`config.mk`:
```
export PLATFORM = sky130hd
export DESIGN_NAME = htif_pcr_host
export DESIGN_NICKNAME = d
export VERILOG_FILES = /design/src/rtl/htif_pkg.sv /design/src/rtl/htif_pcr_host.sv
export SDC_FILE = /design/constraint.sdc
export NUM_CORES = 1
export LEC_CHECK = 0
export CORE_MARGIN = 2
export CORE_UTILIZATION = 39
export CTS_CLUSTER_DIAMETER = 60
export DETAILED_ROUTE_END_ITERATION = 8
export PLACE_DENSITY = 0.78
export SYNTH_ARGS = -nofsm -noshare
export SYNTH_HDL_FRONTEND = slang
export SYNTH_SLANG_ARGS = --single-unit
```
`constraint.sdc`:
```
create_clock -name clk -period 1.65 [get_ports clk]
set_clock_uncertainty 0.05 [all_clocks]
set_input_delay 0.495 -clock clk [delete_from_list [all_inputs] [get_ports clk]]
set_output_delay 0.495 -clock clk [all_outputs]
set_load 0.01 [all_outputs]
```
`src/rtl/htif_pkg.sv`:
```
// Shared types and default widths for the HTIF PCR host port.
package htif_pkg;

  localparam int PCR_ADDR_W = 12;
  localparam int PCR_DATA_W = 64;

  typedef enum logic [1:0] {
    HRST = 2'd0,
    IDLE = 2'd1,
    REQ  = 2'd2,
    REP  = 2'd3
  } htif_state_e;

  typedef struct packed {
    logic                  rw;
    logic [PCR_ADDR_W-1:0] addr;
    logic [PCR_DATA_W-1:0] data;
  } pcr_req_t;

endpackage

```
`src/rtl/htif_pcr_host.sv`:
```
// Host-side initiator for the core HTIF PCR port: host reset sequencing plus one command at a time.
// Optional per-command timeout enabled by defining HTIF_PCR_HOST_TIMEOUT_EN.
module htif_pcr_host
  import htif_pkg::*;
#(
  parameter int RST_CYCLES = 4,
  parameter int TIMEOUT    = 256,
  parameter int ADDR_W     = PCR_ADDR_W,
  parameter int DATA_W     = PCR_DATA_W
) (
  input  logic              clk,
  input  logic              rst,
  input  logic              cmd_valid,
  output logic              cmd_ready,
  input  logic              cmd_rw,
  input  logic [ADDR_W-1:0] cmd_addr,
  input  logic [DATA_W-1:0] cmd_data,
  output logic              res_valid,
  output logic [DATA_W-1:0] res_data,
  output logic              res_err,
  output logic              busy,
  output logic              host_reset,
  output logic              pcr_req_valid,
  input  logic              pcr_req_ready,
  output logic              pcr_req_rw,
  output logic [ADDR_W-1:0] pcr_req_addr,
  output logic [DATA_W-1:0] pcr_req_data,
  output logic              pcr_rep_ready,
  input  logic              pcr_rep_valid,
  input  logic [DATA_W-1:0] pcr_rep_bits
);

  localparam logic [1:0] S_HRST = HRST;
  localparam logic [1:0] S_IDLE = IDLE;
  localparam logic [1:0] S_REQ  = REQ;
  localparam logic [1:0] S_REP  = REP;

  localparam int            HW     = $clog2(RST_CYCLES + 1);
  localparam logic [HW-1:0] H_LAST = HW'(RST_CYCLES - 1);

  if (RST_CYCLES < 1) begin : g_bad_rst_cycles
    $error("htif_pcr_host: RST_CYCLES must be >= 1");
  end
  if (TIMEOUT < 2) begin : g_bad_timeout
    $error("htif_pcr_host: TIMEOUT must be >= 2");
  end

  typedef struct packed {
    logic              rw;
    logic [ADDR_W-1:0] addr;
    logic [DATA_W-1:0] data;
  } req_t;

  logic [1:0]    state;
  logic [HW-1:0] hcnt;
  req_t          req_q;
  logic          abort;

  // Every handshake-facing output is a pure decode of the state register.
  assign host_reset    = (state == S_HRST);
  assign cmd_ready     = (state == S_IDLE);
  assign busy          = (state != S_IDLE);
  assign pcr_req_valid = (state == S_REQ);
  assign pcr_rep_ready = (state == S_REP);
  assign pcr_req_rw    = req_q.rw;
  assign pcr_req_addr  = req_q.addr;
  assign pcr_req_data  = req_q.data;

`ifdef HTIF_PCR_HOST_TIMEOUT_EN
  localparam int            TW     = $clog2(TIMEOUT + 1);
  localparam logic [TW-1:0] T_LAST = TW'(TIMEOUT - 1);

  logic [TW-1:0] tcnt;
  logic          expired;
  logic          err_q;

  // Budget spans REQ and REP; it saturates so a late request handshake leaves REP no slack.
  assign expired = (tcnt >= T_LAST);
  assign abort   = expired && (((state == S_REQ) && !pcr_req_ready) ||
                               ((state == S_REP) && !pcr_rep_valid));
  assign res_err = err_q;

  always_ff @(posedge clk) begin
    if (!rst || state == S_IDLE || state == S_HRST) tcnt <= '0;
    else if (!expired)                              tcnt <= tcnt + 1'b1;
  end

  always_ff @(posedge clk) begin
    if (!rst)                                      err_q <= 1'b0;
    else if (abort)                                err_q <= 1'b1;
    else if (state == S_REP && pcr_rep_valid)      err_q <= 1'b0;
  end
`else
  assign abort   = 1'b0;
  assign res_err = 1'b0;
`endif

  always_ff @(posedge clk) begin
    if (!rst) begin
      state     <= S_HRST;
      hcnt      <= '0;
      req_q     <= '0;
      res_valid <= 1'b0;
      res_data  <= '0;
    end else begin
      res_valid <= 1'b0;
      case (state)
        S_HRST: begin
          if (hcnt == H_LAST) state <= S_IDLE;
          else                hcnt  <= hcnt + 1'b1;
        end
        S_IDLE: begin
          if (cmd_valid) begin
            req_q <= {cmd_rw, cmd_addr, cmd_data};
            state <= S_REQ;
          end
        end
        S_REQ: begin
          if (pcr_req_ready) state <= S_REP;
          else if (abort) begin
            state     <= S_IDLE;
            res_valid <= 1'b1;
            res_data  <= '0;
          end
        end
        S_REP: begin
          if (pcr_rep_valid) begin
            state     <= S_IDLE;
            res_valid <= 1'b1;
            res_data  <= pcr_rep_bits;
          end else if (abort) begin
            state     <= S_IDLE;
            res_valid <= 1'b1;
            res_data  <= '0;
          end
        end
        default: state <= S_HRST;
      endcase
    end
  end

endmodule

```
# Word level (Yosys, flattened, before mapping)
# Index checks and enable logic that the tools add are counted.
# word_totals
register_bits	147
latchBits	0
ramBits	0
romBits	0
in_bits	146
out_inout_bits	148
wordCells	30
memories	0
# classes
n_addsub	1
mul	0
div_mod_pow	0
order_cmp	0
eq_ne	9
n_shift	0
mux	6
n_bitwise	1
reduce_logical	6
# op_table
cell	count
2-bit 2-to-1 mux	4
2-bit by 1-bit inequality test with 1-bit output, second input constant	4
2-bit case mux with 4 select lines	1
2-bit AND reduction	4
2-bit == test, second input constant	2
4-bit AND reduction	1
3-bit by 1-bit adder with 3-bit output, second input constant	1
3-bit by 2-bit == test with 1-bit output, second input constant	1
2-bit by 1-bit == test with 1-bit output, second input constant	1
2-bit zero test	1
2-bit inequality test, second input constant	1
1-bit 2-to-1 mux	1
1-bit inverter	1

# Depth between registers and ports, before layout
# depth
depth_word	3
mapped_depth	8
ltp_nobuf	5

# Worst setup path before layout
# OpenSTA, ideal clock, no wires.
# synth_timing
path_type	register -> register
start	register state[0]
end	register state[0]
setup_time_ns	0.072
t_arrival_ns	1.399
required_ns	1.528
path_slack_ns	0.129
stages_incl_launch_ff	6
period_less_slack_ns	1.521
path_cell_list	dfxtp_1 > inv_1 > ha_1 > nor2b_2 > a2111oi_4 > mux2i_1
# synth_between
elab_chain_cells	3
# synth_rtl
item	line_no	text
from (decl)	htif_pcr_host.sv:54	logic [1:0] state;
from (signal assigned)	htif_pcr_host.sv:100	state <= S_HRST;
from (signal assigned)	htif_pcr_host.sv:109	if (hcnt == H_LAST) state <= S_IDLE;
from (signal assigned)	htif_pcr_host.sv:115	state <= S_REQ;
2-bit zero test *	-	
named net host_reset	htif_pcr_host.sv:22	output logic host_reset,
2-bit by 1-bit inequality test with 1-bit output (no source line)	-	
4-bit AND reduction (no source line)	-	
# Mark *: on every way through the listed nets, which the timed path passes. The rest lies on a longest branch.
# A chain may end at the register's enable or synchronous reset.

# Final worst setup path
# layout_timing
start	register state[1]
end	output pcr_rep_ready
# layout_between
elab_chain_cells	1
# layout_rtl
item	line_no	text
2-bit == test	htif_pcr_host.sv:64	assign pcr_rep_ready = (state == S_REP);
to (decl)	htif_pcr_host.sv:28	output logic pcr_rep_ready,
# Every way passes these cells.

==> metrics.yaml <==
setup_path:
  crit_cells: 3
  cpMaxStageDelayCell: "dfxtp_4"
  rrSetupSlack_ps: 100
  cp_num_buf_inv: 2
  start_kind: "register"
  path_cells: "buf_6 > ha_4 > buf_6"
  path_class: "reg2out"
  r2r-start: "state[1]"
  cp-end-kind: "output port"
  reg2reg_depth: 7
  critPathTopFamily: "flip-flops"
  critical_path.most_common_cell: "buf_6"
  required_ps: 1100
  cpPeakStageDelay_ps: 360
  path_max_fanout: 3
  arrival_ps: 1160
  worst_r2r_endpoint: "pcr_req_data[37]"
timing:
  tns_ps: -210
  fmax_mhz: 586
  slew_viol_final: 0
  fin_crit_sh_pct: 103
  finalSetupViolations: 5
  grt_setup_unrepaired: "yes"
  finalHoldViolCount: 0
  finalWorstSetupSlack_ps: -57.1
  period_minus_slack_ps: 1710
  fin_hold_ws_ps: 395
route:
  route.detailed.wl_per_inst_um: 14.3
  ant_nets: 0
  drc_errors: 0
  drt_wl_total_um: 16200
  drtIter0Drc: 290
  dr_total_vias: 5206
  vias_per_cell: 4.60
  drtPass1Iterations: 4
final_layout:
  finalNonFillerCells: 1132
  fillers: 1231
  diodes: 0
  area_growth_pct: 65.4
  multi_input_area_um2: 2440
  design_area_um2: 9240
  drive_above_1_share_pct: 7.67
  register_area_um2: 2950
  num-nets-final: 1094
power_and_ir_drop:
  intPower_w: 0.00726
  p_sw_w: 0.00256
  p_per_area_nw_per_um2: 1060
  pwr-share-clk_pct: 37.1
  worst_ir_drop_vdd_v: 0.000652
  power_frac_comb_pct: 22.4
  p_seq_share_pct: 40.4
  power_leakage_nw: 3.99
  switching_share_pct: 26.0
yosys:
  synth_top_area_share_pct: 52.7
  synthCells: 651
  netlist_area_um2: 5590
  yosysSeqAreaShare_pct: 52.7
  synth_top_cell_by_area: "dfxtp_1"
  yosys_warnings: 0
  syn_nets: 804
  synth_seq_cells: 147
  synth_common_cells: "nand2_1, dfxtp_1, a21boi_1, a21boi_0, clkbuf_1"
  ys.flop_type: "dfxtp_1"
  synth_cell_types: 21
  synth_edf_count: 0
  yosysMostFrequentCell: "nand2_1"
  avgSynthCellArea_um2: 8.58
  synthArstFlopShare_pct: 0
  yosys-top-cells-area: "dfxtp_1, nand2_1, a21boi_1"
run_status:
  outcome: "finished with violations"
  violations: "setup timing"
placement:
  dp.cells: 1099
  dp_hpwl_um: 11400
  portBuffers: 292
  postPlaceCellArea_um2: 8750
  routabilityCongestion: 0.813
worst_hold_path:
  hp-start: "res_data[35]"
  hold_end: "res_data[35]"
  hold_path.class: "reg2reg"
  min_path_cells: 2
floorplan:
  num_io_pins: 294
  rows: 43
  die_h_um: 124
  coreArea_um2: 13900
  fp.dieW_um: 124
  initial_core_util_pct: 40.1
  dieArea_um2: 15300
global_route:
  antenna_found_initial: 0
  overflow: 0
  grt_max_degree: 60
  grt_first_pass_wirelength_um: 24600
  grt_pass1_vias: 4892
  grt.total_usage_pct: 20.7
clock_tree:
  cts_max_level: 4
  cts_tree: "done"
  clockBufferDepth: 2
  clock_latency_ps: 410
  cts_inserted_buffers: 17
  clkTransAtPathRegs_ps: 50
  root_buffer: "clkbuf_16"
  cts_hold_buf: 0
  clock_sinks: 147
run:
  drv_cap: 0
## placed cells by master, fill, tap and decap left out
cell,instances
and2_1,1
xor2_1,1
clkdlybuf4s15_1,1
a21boi_1,78
inv_2,1
buf_4,17
dfxtp_1,145
clkbuf_1,5
nor2b_1,2
nor2b_4,2
bufinv_16,2
clkdlybuf4s50_1,144
conb_1,1
a21boi_0,63
ha_4,4
clkbuf_16,17
dlygate4sd2_1,141
buf_6,7
and3_1,1
dfxtp_4,2
clkbuf_8,2
inv_4,2
nand2b_1,1
o211a_1,1
buf_12,8
nand2_1,286
nand2_2,2
clkinv_2,4
ha_1,3
a2111oi_4,1
inv_1,2
mux2i_1,3
and2_2,2
## what timing repair did
action / 4_1_cts / 5_1_grt
gates cloned: 0 / 0
pin swaps: 0 / 2
gates resized for setup: 179 / 12
buffers inserted: 1 / 2
setup endpoints to repair: 149 / 10
## kinds of logic after synthesis
logic type                 Yosys count  share of synthesized area, %
buffers and inverters               52                          4.95
AOI/OAI and AO/OA                  143                          19.6
other                                1                        0.0671
adders and majority gates            7                          1.57
and+or+nand+nor                    297                          20.4
xor gates and xnor gates             1                         0.157
muxes                                3                         0.538
DFF                                147                          52.7
## how the worst max path moves through the flow
stage                              from          endpoint  slack (ps)
after floorplan                state[0]          state[0]         130
after global placement    pcr_rep_valid      res_data[51]        -150
after detailed placement      cmd_valid  pcr_req_data[40]        -220
after CTS                      state[1]              busy        -220
after global routing           state[1]     pcr_rep_ready         -90
final                          state[1]     pcr_rep_ready         -60
## sequential cells by signal, indices dropped and copies added (netlist names)
signal	flops
hcnt	3
pcr_req_addr	12
pcr_req_data	64
pcr_req_rw	1
res_data	64
res_valid	1
state	2
## cell type report
cell class	instances	share of cell area, %
Clock buffer	24	5.10
Sequential cell	147	31.9
Multi-Input combinational cell	452	26.4
Timing Repair Buffer	318	33.0
Inverter	5	0.257
Tap cell	180	2.44
Clock inverter	6	0.867
## worst register-to-register path: stages, from the launching register on
cell      delay (ps)
dfxtp_4          360
inv_4             80
ha_4             160
buf_4            120
and2_2           200
buf_6            200
nand2_1           90
a21boi_0         210
## stage by stage
step	power [W]	setup WS [ps]	util, %
2_1_floorplan	0.00507	129	-
3_3_place_gp	0.00617	-146	62.8
3_5_place_dp	0.00620	-222	62.8
4_1_cts	0.00984	-222	66.0
5_1_grt	0.0103	-92.5	66.3
6_report	0.00982	-57.1	66.3
## power by group through the flow
stage | sequential, W | combinational (W) | clock (W)
finish | 0.00397 | 0.00220 | 0.00365
global route | 0.00400 | 0.00243 | 0.00388
detailed placement | 0.00402 | 0.00218 | 0
floorplan | 0.00411 | 0.000964 | 0
CTS | 0.00397 | 0.00214 | 0.00373
global placement | 0.00402 | 0.00216 | 0
## per-layer routing
metal	vias to the layer above	part of all wire, %	GRT usage (%)
li1	2656	-	-
met1	2338	40	23.4
met2	180	48	35.4
met3	32	8.5	7.46
met4	0	2.7	8.38
met5	-	0	0
Power figures use the tool's default switching activity.
